### src/rtl/mem_arbiter_pkg.sv
// mem_arbiter_pkg
//   Shared types for the RAM arbiter slice.
//   ramstate_t  : status reported by the RAM port (FREE, BUSY, ACCESS, ERROR)
//   word_t      : 32-bit machine word
//   arb_state_t : arbiter FSM states (IDLE, IACC, DACC)
//   is_data_req : helper that folds the data-side read/write enables into one request

package mem_arbiter_pkg;

    typedef enum logic [1:0] {
        FREE   = 2'b00,
        BUSY   = 2'b01,
        ACCESS = 2'b10,
        ERROR  = 2'b11
    } ramstate_t;

    typedef logic [31:0] word_t;

    typedef enum logic [1:0] {
        IDLE = 2'b00,
        IACC = 2'b01,
        DACC = 2'b10
    } arb_state_t;

    function automatic logic is_data_req(input logic ren, input logic wen);
        return ren | wen;
    endfunction

endpackage

### src/rtl/mem_arbiter_if.sv
// mem_arbiter_if
//   Bundles the instruction request, data request and RAM port signals that
//   meet at the arbiter.
//   slave  modport : arbiter view (requests and RAM status in, hits/loads and
//                    RAM command out)
//   master modport : requester/RAM-model view (the mirror image)
//   Instruction side : iREN, iaddr -> iload, ihit
//   Data side        : dREN, dWEN, daddr, dstore -> dload, dhit
//   RAM side         : ramREN, ramWEN, ramaddr, ramstore <- ramload, ramstate

interface mem_arbiter_if #(
    parameter int ADDR_W = 32,
    parameter int DATA_W = 32
);
    import mem_arbiter_pkg::*;

    logic              iREN;
    logic [ADDR_W-1:0] iaddr;
    logic [DATA_W-1:0] iload;
    logic              ihit;

    logic              dREN;
    logic              dWEN;
    logic [ADDR_W-1:0] daddr;
    logic [DATA_W-1:0] dstore;
    logic [DATA_W-1:0] dload;
    logic              dhit;

    logic              ramREN;
    logic              ramWEN;
    logic [ADDR_W-1:0] ramaddr;
    logic [DATA_W-1:0] ramstore;
    logic [DATA_W-1:0] ramload;
    ramstate_t         ramstate;

    modport slave (
        input  iREN, iaddr, dREN, dWEN, daddr, dstore, ramload, ramstate,
        output iload, ihit, dload, dhit, ramREN, ramWEN, ramaddr, ramstore
    );

    modport master (
        output iREN, iaddr, dREN, dWEN, daddr, dstore, ramload, ramstate,
        input  iload, ihit, dload, dhit, ramREN, ramWEN, ramaddr, ramstore
    );

endinterface

### src/rtl/arb_starve_counter.sv
// arb_starve_counter
//   Counts consecutive data grants completed while an instruction fetch was
//   waiting. Saturates at STARVE_MAX; sat tells the arbiter to give the next
//   grant to instruction fetch.
//   clk   in  clock, rising edge
//   rst_n in  asynchronous active-low reset
//   inc   in  data completion with instruction fetch pending
//   clr   in  instruction completion, or data completion with no fetch pending
//   sat   out count has reached STARVE_MAX

module arb_starve_counter #(
    parameter int STARVE_MAX = 4
) (
    input  logic clk,
    input  logic rst_n,
    input  logic inc,
    input  logic clr,
    output logic sat
);
    localparam int CNT_W = $clog2(STARVE_MAX + 1);
    localparam logic [CNT_W-1:0] CNT_MAX = CNT_W'(STARVE_MAX);

    logic [CNT_W-1:0] count;

    always_ff @(posedge clk or negedge rst_n) begin
        if (!rst_n) begin
            count <= '0;
        end else if (clr) begin
            count <= '0;
        end else if (inc && (count != CNT_MAX)) begin
            count <= count + CNT_W'(1);
        end
    end

    assign sat = (count == CNT_MAX);

endmodule

### src/rtl/mem_arbiter.sv
// mem_arbiter
//   Shares the single RAM port between instruction fetch and the data side.
//   Data requests win arbitration unless instruction fetch has been passed
//   over STARVE_MAX times in a row. Each transaction holds the RAM command
//   until the RAM reports ACCESS, then pulses ihit or dhit for one cycle and
//   returns to IDLE for one cycle before re-arbitrating.
//   CLK   in  clock, rising edge
//   nRST  in  asynchronous active-low reset
//   bus   slave modport of mem_arbiter_if (requests, hits, loads, RAM port)

module mem_arbiter
    import mem_arbiter_pkg::*;
#(
    parameter int ADDR_W     = 32,
    parameter int DATA_W     = 32,
    parameter int STARVE_MAX = 4
) (
    input  logic         CLK,
    input  logic         nRST,
    mem_arbiter_if.slave bus
);

    arb_state_t        state;
    arb_state_t        next_state;
    logic              d_req;
    logic              starve_inc;
    logic              starve_clr;
    logic              starve_sat;
    logic [ADDR_W-1:0] addr_sel;
    logic [DATA_W-1:0] store_sel;

    assign d_req = is_data_req(bus.dREN, bus.dWEN);

    always_ff @(posedge CLK or negedge nRST) begin
        if (!nRST) begin
            state <= IDLE;
        end else begin
            state <= next_state;
        end
    end

    // Outputs are decoded from the state, so the asynchronous reset forcing
    // IDLE also drops every output within the same cycle.
    always_comb begin
        next_state   = state;
        bus.ramREN   = 1'b0;
        bus.ramWEN   = 1'b0;
        bus.iload    = '0;
        bus.dload    = '0;
        bus.ihit     = 1'b0;
        bus.dhit     = 1'b0;
        addr_sel     = '0;
        store_sel    = '0;
        starve_inc   = 1'b0;
        starve_clr   = 1'b0;

        case (state)
            IDLE: begin
                if (d_req && !(starve_sat && bus.iREN)) begin
                    next_state = DACC;
                end else if (bus.iREN) begin
                    next_state = IACC;
                end
            end

            IACC: begin
                if (!bus.iREN) begin
                    // Withdrawn before completion: abort, counter untouched.
                    next_state = IDLE;
                end else begin
                    bus.ramREN = 1'b1;
                    addr_sel   = bus.iaddr;
                    bus.iload  = bus.ramload;
                    if (bus.ramstate == ACCESS) begin
                        bus.ihit   = 1'b1;
                        starve_clr = 1'b1;
                        next_state = IDLE;
                    end
                end
            end

            DACC: begin
                if (!d_req) begin
                    next_state = IDLE;
                end else begin
                    // A simultaneous read and write request is served as a write.
                    bus.ramWEN = bus.dWEN;
                    bus.ramREN = !bus.dWEN;
                    addr_sel   = bus.daddr;
                    store_sel  = bus.dstore;
                    bus.dload  = bus.ramload;
                    if (bus.ramstate == ACCESS) begin
                        bus.dhit   = 1'b1;
                        starve_inc = bus.iREN;
                        starve_clr = !bus.iREN;
                        next_state = IDLE;
                    end
                end
            end

            default: begin
                next_state = IDLE;
            end
        endcase
    end

    assign bus.ramaddr  = addr_sel;
    assign bus.ramstore = store_sel;

    arb_starve_counter #(
        .STARVE_MAX(STARVE_MAX)
    ) u_starve (
        .clk   (CLK),
        .rst_n (nRST),
        .inc   (starve_inc),
        .clr   (starve_clr),
        .sat   (starve_sat)
    );

endmodule
### src/flat_wrapper.sv
// flat-port wrapper written by rule: the top's interface ports become plain ports
module mem_arbiter_flat import mem_arbiter_pkg::*;
#(
    parameter int ADDR_W     = 32,
    parameter int DATA_W     = 32,
    parameter int STARVE_MAX = 4
)
  (CLK, nRST, bus_iREN, bus_iaddr, bus_dREN, bus_dWEN, bus_daddr, bus_dstore, bus_ramload, bus_ramstate, bus_iload, bus_ihit, bus_dload, bus_dhit, bus_ramREN, bus_ramWEN, bus_ramaddr, bus_ramstore);
  mem_arbiter_if #(.ADDR_W(ADDR_W), .DATA_W(DATA_W)) bus_i ();
  input  logic CLK;
  input  logic nRST;
  input wire logic [$bits(bus_i.iREN)-1:0] bus_iREN;
  input wire logic [$bits(bus_i.iaddr)-1:0] bus_iaddr;
  input wire logic [$bits(bus_i.dREN)-1:0] bus_dREN;
  input wire logic [$bits(bus_i.dWEN)-1:0] bus_dWEN;
  input wire logic [$bits(bus_i.daddr)-1:0] bus_daddr;
  input wire logic [$bits(bus_i.dstore)-1:0] bus_dstore;
  input wire logic [$bits(bus_i.ramload)-1:0] bus_ramload;
  input wire logic [$bits(bus_i.ramstate)-1:0] bus_ramstate;
  output wire logic [$bits(bus_i.iload)-1:0] bus_iload;
  output wire logic [$bits(bus_i.ihit)-1:0] bus_ihit;
  output wire logic [$bits(bus_i.dload)-1:0] bus_dload;
  output wire logic [$bits(bus_i.dhit)-1:0] bus_dhit;
  output wire logic [$bits(bus_i.ramREN)-1:0] bus_ramREN;
  output wire logic [$bits(bus_i.ramWEN)-1:0] bus_ramWEN;
  output wire logic [$bits(bus_i.ramaddr)-1:0] bus_ramaddr;
  output wire logic [$bits(bus_i.ramstore)-1:0] bus_ramstore;
  assign bus_i.iREN = bus_iREN;
  assign bus_i.iaddr = bus_iaddr;
  assign bus_i.dREN = bus_dREN;
  assign bus_i.dWEN = bus_dWEN;
  assign bus_i.daddr = bus_daddr;
  assign bus_i.dstore = bus_dstore;
  assign bus_i.ramload = bus_ramload;
  assign bus_i.ramstate = bus_ramstate;
  assign bus_iload = bus_i.iload;
  assign bus_ihit = bus_i.ihit;
  assign bus_dload = bus_i.dload;
  assign bus_dhit = bus_i.dhit;
  assign bus_ramREN = bus_i.ramREN;
  assign bus_ramWEN = bus_i.ramWEN;
  assign bus_ramaddr = bus_i.ramaddr;
  assign bus_ramstore = bus_i.ramstore;
  mem_arbiter #(.ADDR_W(ADDR_W), .DATA_W(DATA_W), .STARVE_MAX(STARVE_MAX)) u_core (.CLK(CLK), .nRST(nRST), .bus(bus_i));
endmodule
### config.mk
export PLATFORM = sky130hd
export DESIGN_NAME = mem_arbiter_flat
export DESIGN_NICKNAME = d
export VERILOG_FILES = /design/src/rtl/mem_arbiter_pkg.sv /design/src/rtl/mem_arbiter_if.sv /design/src/rtl/arb_starve_counter.sv /design/src/rtl/mem_arbiter.sv /design/src/flat_wrapper.sv
export SDC_FILE = /design/constraint.sdc
export NUM_CORES = 1
export LEC_CHECK = 0
export BUFFER_PORTS_ARGS = -buffer_cell sky130_fd_sc_hd__buf_2
export CAP_MARGIN = 10
export CORE_AREA = 2 2 105 107
export DETAILED_ROUTE_END_ITERATION = 16
export DIE_AREA = 0 0 107 109
export GPL_ROUTABILITY_DRIVEN = 1
export HOLD_SLACK_MARGIN = 0.05
export SLEW_MARGIN = 40
export SYNTH_ARGS = -nofsm -noshare
export SYNTH_HDL_FRONTEND = slang
export SYNTH_SLANG_ARGS = --single-unit
export TNS_END_PERCENT = 100
### constraint.sdc
create_clock -name CLK -period 2.1 [get_ports CLK]
set_input_delay 0.21 -clock CLK [delete_from_list [all_inputs] [get_ports CLK]]
set_output_delay 0.21 -clock CLK [all_outputs]
set_load 0.05 [all_outputs]
======== After elaboration in Yosys (flattened, before gate mapping) ========
Index checks and enable logic that the tools add are counted.
word-level totals
  bits in latches ......................... 0
  register bits after elaboration ......... 5
  ROM bits ................................ 0
  memories ................................ 0
  bits in writable memories ............... 0
operators by class
  $add $sub $neg .......................... 1
  multiply operators ...................... 0
  equal/unequal tests ..................... 6
  mux-type cells .......................... 33
  reductions and logical operators ........ 8
  bitwise operators ....................... 1
  divide/modulo/power cells ............... 0
  shift-type cells ........................ 0
  $lt $le $gt $ge ......................... 0
operators by type and width
  operator                                              number
  2-to-1 mux 32 bit                                     8
  case mux 32 bit (2 select lines)                      1
  2-to-1 mux 1 bit                                      14
  2-to-1 mux 2 bit                                      5
  2-to-1 mux 3 bit                                      2
  case mux 2 bit (3 select lines)                       1
  equality test 2 bit (second input constant)           2
  case mux 1 bit (2 select lines)                       2
  adder 3 x 1 -> 3 bit (second input constant)          1
  equality test 3 bit (second input constant)           1
  logical AND 1 bit                                     3
  zero test 1 bit                                       3
  != test 3 x 2 -> 1 bit (second input constant)        1
  != test 3 bit (second input constant)                 1
  equality test 2 x 1 -> 1 bit (second input constant)  1
  zero test 2 bit                                       1
  nonzero test 2 bit                                    1
  bitwise OR 1 bit                                      1

======== Depth between registers and ports, before layout ========
Gate-level depths: netlist of the first run.
  depth after elaboration ................. 7
  mapped depth ............................ 7
  gate-level depth less buffers ........... 5

======== By module ========
A second synthesis of the first run with hierarchy kept.
second synthesis, totals
  cells, all modules ...................... 238
  area total of the unflattened synthesis .. 1687.9 µm²
by module, submodules not included
  module              area each (µm²)  seq. area each (µm²)  cells each  times used
  mem_arbiter         1490.2           50.0                  220         1
  arb_starve_counter  197.7            75.1                  18          1

======== Least setup slack after synthesis of the first run ========
No wires, ideal clock.
  path kind ............................... flip-flop to output port
  start point ............................. register u_core.state[1]
  end point ............................... output port bus_ramaddr[17]
  setup slack ............................. -67 ps
  required time ........................... 1890 ps
  buffers on the path ..................... 2
  arrival ................................. 1957 ps
  cell stages (with the launch flop) ...... 8
  cells stage by stage .................... dfrtp_1 > inv_1 > ha_1 > and2_1 > clkbuf_1 > buf_2 > a22oi_1 > nor2b_1
between the ends
  word-level cells in the longest chain between the ends .. 2
  elaborated cells on any way between the ends .. 3
  those cells by class .................... eq/ne: 2; mux: 1
ends and longest elaborated chain
  element                                                                     line                RTL
  from (decl)                                                                 mem_arbiter.sv:23   arb_state_t state;
  from (signal assigned)                                                      mem_arbiter.sv:38   state <= next_state;
  equality test 2 bit / equality test 2 x 1 -> 1 bit (equally long branches)  mem_arbiter.sv:57   case (state)
  case mux 32 bit (2 select lines) (*)                                        mem_arbiter.sv:57
  to (decl)                                                                   flat_wrapper.sv:26  output wire logic [$bits(bus_i.ramaddr)-1:0] bus_ramaddr;
Every way passes the cells marked *; elsewhere a longest branch is shown, timed or not.

======== Worst setup path after layout of the first run ========
  start point ............................. register u_core.state[0]
  end point ............................... output port bus_ramaddr[27]
The elaborated chain is that of the path after synthesis.

==> results of run 1 <==
[layout make-up]
type,count,area share
sequential,5,0.0357
inverter,8,0.00856
timing repair buffer,275,0.486
multi-input combinational,199,0.407
clock buffer,4,0.0128
tap,140,0.0499
[where the power goes]
part | switching, mW | internal (mW) | total (mW)
logic | 2.62 | 1.31 | 3.93
registers | 0.0353 | 0.133 | 0.168
clock network | 0.0473 | 0.130 | 0.178
total | 2.70 | 1.57 | 4.28
[through the flow]
step           worst slack [ns]  TNS (ns)  std cells  hold slack [ns]  cell area, sq um
2_1_floorplan            0.0256         0        236          -0.0856              1660
3_3_place_gp              0.207         0        624           0.0343              3280
3_5_place_dp              0.137         0        624           0.0346              3280
4_1_cts                  0.0416         0        631            0.333              3400
5_1_grt                 -0.0482    -0.220        631            0.355              3510
6_report                 0.0371         0        631            0.335              3510
[final timing paths]
path	end	slack (ns)	cells after the start
setup / recovery	bus_ramaddr[27]	0.04	7
hold / removal	u_core.u_starve.count[2]$_DFFE_PN0P_	0.34	2
setup reg to reg	u_core.state[1]$_DFFE_PN0P_	0.32	6
hold reg to reg	u_core.u_starve.count[1]$_DFFE_PN0P_	0.57	2
max in group asynchronous	u_core.state[0]$_DFFE_PN0P_	1.62	2
min in group CLK	u_core.state[0]$_DFFE_PN0P_	0.40	3
[registers in the layout, indices dropped and copies added (netlist names)]
signal and cells:
u_core.state 2, u_core.u_starve.count 3
[layout by cell type (no fill, tap or decap), types with 4 or more instances in the layout]
cell type	instances
and2_1	67
and3_1	33
buf_6	6
nor2b_2	32
dfrtp_1	5
clkbuf_4	19
buf_12	11
nand2_1	4
buf_2	222
inv_1	8
buf_4	14
a22oi_1	34
ha_1	5
[cell families (layout without fill, tap and decap cells)]
kind of cell,Yosys count,in the layout,synth area share
buffers and inverters,32,287,0.0805
flip-flops,5,5,0.0789
AND/OR/NAND/NOR,145,145,0.566
AO/OA/AOI/OAI,48,48,0.227
adder cells (fa/ha/maj),6,6,0.0474
[routing by layer]
layer / global-route usage / vias up / wire length, um
li1: - / 1328 / -
met1: 0.176 / 1304 / 3710
met2: 0.250 / 111 / 4950
met3: 0.0137 / 6 / 429
met4: 0.0139 / 0 / 62
met5: 0 / - / 0
[worst max-delay path, stage by stage (launching register included)]
cell       delay (ns)
dfrtp_1          0.38
inv_1            0.10
ha_2             0.23
o21a_4           0.18
bufbuf_16        0.31
a22oi_1          0.11
nor2b_2          0.15
buf_6            0.18
[repair_timing]
action,in CTS,in global routing
endpoints found under the hold margin,5,0
buffers inserted,1,0
hold buffers,1,0
gates cloned,1,0
gates resized for setup,9,49
endpoints found under the setup margin,75,89
==> results.cfg, run 1 <==
[synth]
syn_nets = 377
synth-edff-count = 0
synth_most_common_cell = and2_1
synth_top_cell_area_share = 0.264
netlist_instances = 236
syn_area_per_cell_sq_um = 6.72
synth_seq_cells = 5
synth_top_area_cell = and2_1
postSynth.asyncResetShare = 1.00
ys_types = 26
ys_top_cells_by_count = 67 x and2_1, 35 x a22oi_1, 33 x and3_1, 32 x nor2b_1, 18 x clkbuf_1
yosysWarnings = 0
seq_area_frac_synth = 0.0789
synth_area_leaders = and2_1 26%, a22oi_1 17%, and3_1 13%
yosys_most_used_dff = dfrtp_1
syn_area_sq_um = 1590

[cells_and_area]
fin_util = 0.331
n_fill_cell = 1159
area_growth_pct = 121
seq_area_sq_um = 125
multiInputGateArea_sq_um = 1430
diodes = 0
layout.nets = 633
layout-drive-gt1-share = 0.637

[timing]
max_slew_margin = 0.718
finalMaxSlewViolations = 0
fin_skew_ns = 0.00365
setup_viol = 0
min_period_over_period = 0.982
period_needed_ns = 2.06
hold_viol = 0
tightest_slew_ns = 0.423
fmax_ghz = 0.485
rsz0062_at_grt = true

[power]
vdd_drop_max_mv = 0.607
p_per_area_nw_per_um2 = 1220
total_power_mw = 4.28
p_leak_nw = 2.04

[grt]
grt_util_all_layers = 0.135
antenna_found_initial = 0
grt_start_max_net_pins = 44
grt_pass1_vias = 2411
grt_overflow = 0
grt_pass1_wl_um = 12600

[routing]
drtIter0Drc = 139
wl_um = 9150
routedWlPerCell_um = 14.5
vias_per_cell = 4.36
firstDrtPassIters = 4
vias = 2749
drc_errors = 0
final_antenna_net_count = 0

[cts]
cts_tree = yes
cts_root_buf = clkbuf_8
clock_latency_ns = 0.22
clkSlewWorstSetupHoldPaths_ns = 0.04
clockBufferDepth = 2
clock-sinks = 5
cts_buffers = 3
htree_levels = 1

[die]
num_io_pins = 267
coreArea_sq_um = 10600
initial_core_util = 0.150
dieArea_sq_um = 11700
die-width_um = 107
rows = 38
die_h_um = 109

[placed_design]
gp_congestion = 0.825
io_buffers = 266
hpwl_um = 7420

[critical_path]
path_class = reg2out
worstSetupStartpointType = flop
crit_path_start = u_core.state[0]$_DFFE_PN0P_
worstPathArrival_ns = 1.85
crit_required_ns = 1.89
cp_max_fo = 26
r2r-start = u_core.state[1]$_DFFE_PN0P_
endpoint_kind = output port

[run_status]
status = finished, final reports clean

[job]
drv_cap = 0

[min_path]
hold_class = in2async
No activity file was read; power rests on OpenSTA's default activity.
==> run 2: changes to the inputs <==
==> constraint.sdc (replaced) <==
create_clock -name CLK -period 2.1 [get_ports CLK]
set_input_delay 0.105 -clock CLK [delete_from_list [all_inputs] [get_ports CLK]]
set_output_delay 0.105 -clock CLK [all_outputs]
set_load 0.05 [all_outputs]
==> run 2 against run 1 <==
  * Largest cell class unchanged
  * Critical path type unchanged
  * Largest power group unchanged
  * Die area unchanged
  * Highest routed layer unchanged
  * Sequential cell count stayed put
  * Register-to-register slack gained 0.15 ns
==> results.cfg, run 2 (synthesized netlist as in run 1, its figures left out) <==
[die]
rows = 38
coreArea_sq_um = 10600
die_h_um = 109
dieArea_sq_um = 11700
initial_core_util = 0.150
die-width_um = 107
num_io_pins = 267

[cts]
post_cts_buffers = 0
cts_tree = yes
cts_buffers = 3
htree_levels = 1
clockBufferDepth = 2
clock_latency_ns = 0.22
cts_root_buf = clkbuf_8
clkSlewWorstSetupHoldPaths_ns = 0.04
clock-sinks = 5

[critical_path]
path_class = reg2out
critPathBufInv = 3
cp.depth = 7
cp_max_fo = 35
crit_required_ns = 2.00
cpLargestDelayFamily = buffers and inverters
cpPeakStageDelay_ns = 0.41
rr_worst_depth = 5
crit_chain = inv_1, ha_2, o21a_4, buf_12, a22oi_1, nor2b_1, buf_2
critPathSlowestCell = dfrtp_1
worstPathArrival_ns = 1.86
worstSetupStartpointType = flop
crit_path_start = u_core.state[0]$_DFFE_PN0P_
r2r_end = u_core.u_starve.count[1]$_DFFE_PN0P_
r2r-start = u_core.state[0]$_DFFE_PN0P_
endpoint_kind = output port
cp-endpoint = bus_ramaddr[21]
rrSetupSlack_ns = 0.47

[placed_design]
dp.cells = 624
io_buffers = 266
hpwl_um = 6630
place_area_sq_um = 3070
gp_congestion = 0.753

[power]
p_leak_nw = 1.97
vdd_drop_max_mv = 0.756
p_per_area_nw_per_um2 = 1210

[grt]
antenna_found_initial = 0
grt_pass1_vias = 2450
grt_util_all_layers = 0.115
grt_overflow = 0
grt_pass1_wl_um = 11200
grt_start_max_net_pins = 71

[timing]
setup_viol = 0
hold_viol = 0
rsz0062_at_grt = false
fin_skew_ns = 0.00412
tightest_slew_ns = 0.382
min_period_over_period = 0.935
fin_tns_setup_ns = 0
period_needed_ns = 1.96
finalMaxSlewViolations = 0
fmax_ghz = 0.509
max_slew_margin = 0.739

[cells_and_area]
largest_register = u_core.u_starve.count
largest_register_ffs = 3
final_cell_mix = 251 x buf_2, 67 x and2_1, 35 x a22oi_1
reg.largest.list = u_core.u_starve.count: 3 flops, u_core.state: 2 flops
fin_area_sq_um = 3200
final_common_cell = buf_2
post_layout_nonfiller_instances = 630
layout-drive-gt1-share = 0.569
diodes = 0
area_growth_pct = 102
layout.nets = 632

[routing]
firstDrtPassIters = 5
wl_um = 8210
final_antenna_net_count = 0
vias_per_cell = 4.28
drc_errors = 0
drtIter0Drc = 198
vias = 2699
routedWlPerCell_um = 13.0

[min_path]
hold_class = in2async

[job]
drv_cap = 0

[run_status]
status = finished, final reports clean
-- run 2: cell types whose count changed in the layout (fill, tap and decap cells not counted), moves of 5 or more --
cell and delta:
nor2b_1 +32, buf_6 -5, buf_2 +29, buf_12 -9, clkbuf_4 -6, buf_4 -9, nor2b_2 -32
-- run 2: worst min path at each step --
stage | endpoint | slack, ns | depth (start not counted)
4_1_cts | u_core.u_starve.count[0]$_DFFE_PN0P_ | 0.23 | 2
5_1_grt | u_core.u_starve.count[2]$_DFFE_PN0P_ | 0.24 | 2
6_report | u_core.u_starve.count[0]$_DFFE_PN0P_ | 0.23 | 2
2_1_floorplan | u_core.state[0]$_DFFE_PN0P_ | -0.19 | 0
3_3_place_gp | u_core.u_starve.count[0]$_DFFE_PN0P_ | -0.07 | 1
3_5_place_dp | u_core.u_starve.count[2]$_DFFE_PN0P_ | -0.07 | 1
-- run 2: stage by stage --
| stage | hold slack [ns] | setup WS (ns) | total power [mW] | util |
|---|---|---|---|---|
| 2_1_floorplan | -0.191 | 0.0382 | 2.80 | - |
| 3_3_place_gp | -0.0740 | 0.344 | 3.54 | 0.289 |
| 3_5_place_dp | -0.0701 | 0.253 | 3.58 | 0.289 |
| 4_1_cts | 0.233 | 0.00604 | 3.77 | 0.294 |
| 5_1_grt | 0.242 | 0.00596 | 4.09 | 0.301 |
| 6_report | 0.226 | 0.137 | 3.87 | 0.301 |
-- run 2: report_power, final --
part           switching [mW]  internal [mW]  total [mW]
Sequential             0.0339          0.133       0.167
Combinational            2.51           1.01        3.52
Clock                  0.0521          0.131       0.183
Total                    2.60           1.27        3.87
-- run 2: final cells by class --
| type | instances | area (sq um) |
|---|---|---|
| fillers | 1162 | 7410 |
| repair buffers | 274 | 1480 |
| multi-input cells | 199 | 1340 |
| well taps | 140 | 175 |
| flip-flops and latches | 5 | 125 |
| clock buffers | 4 | 45.0 |
| inverters | 8 | 30.0 |
-- run 2: timing repair --
| item | in CTS | in global routing |
|---|---|---|
| gates resized for setup | 0 | 20 |
| hold endpoints to repair | 5 | 0 |
| setup endpoints to repair | 0 | 86 |
| hold buffers | 1 | 0 |
-- run 2: layer usage --
layer | vias to the layer above | part of all wire | routed length (um) | global-route usage
met5 | - | 0 | 0 | 0
met4 | 0 | 0.0019 | 16 | 0.00649
met3 | 2 | 0.087 | 717 | 0.0203
met2 | 152 | 0.52 | 4270 | 0.214
met1 | 1218 | 0.39 | 3200 | 0.144
li1 | 1327 | - | - | -
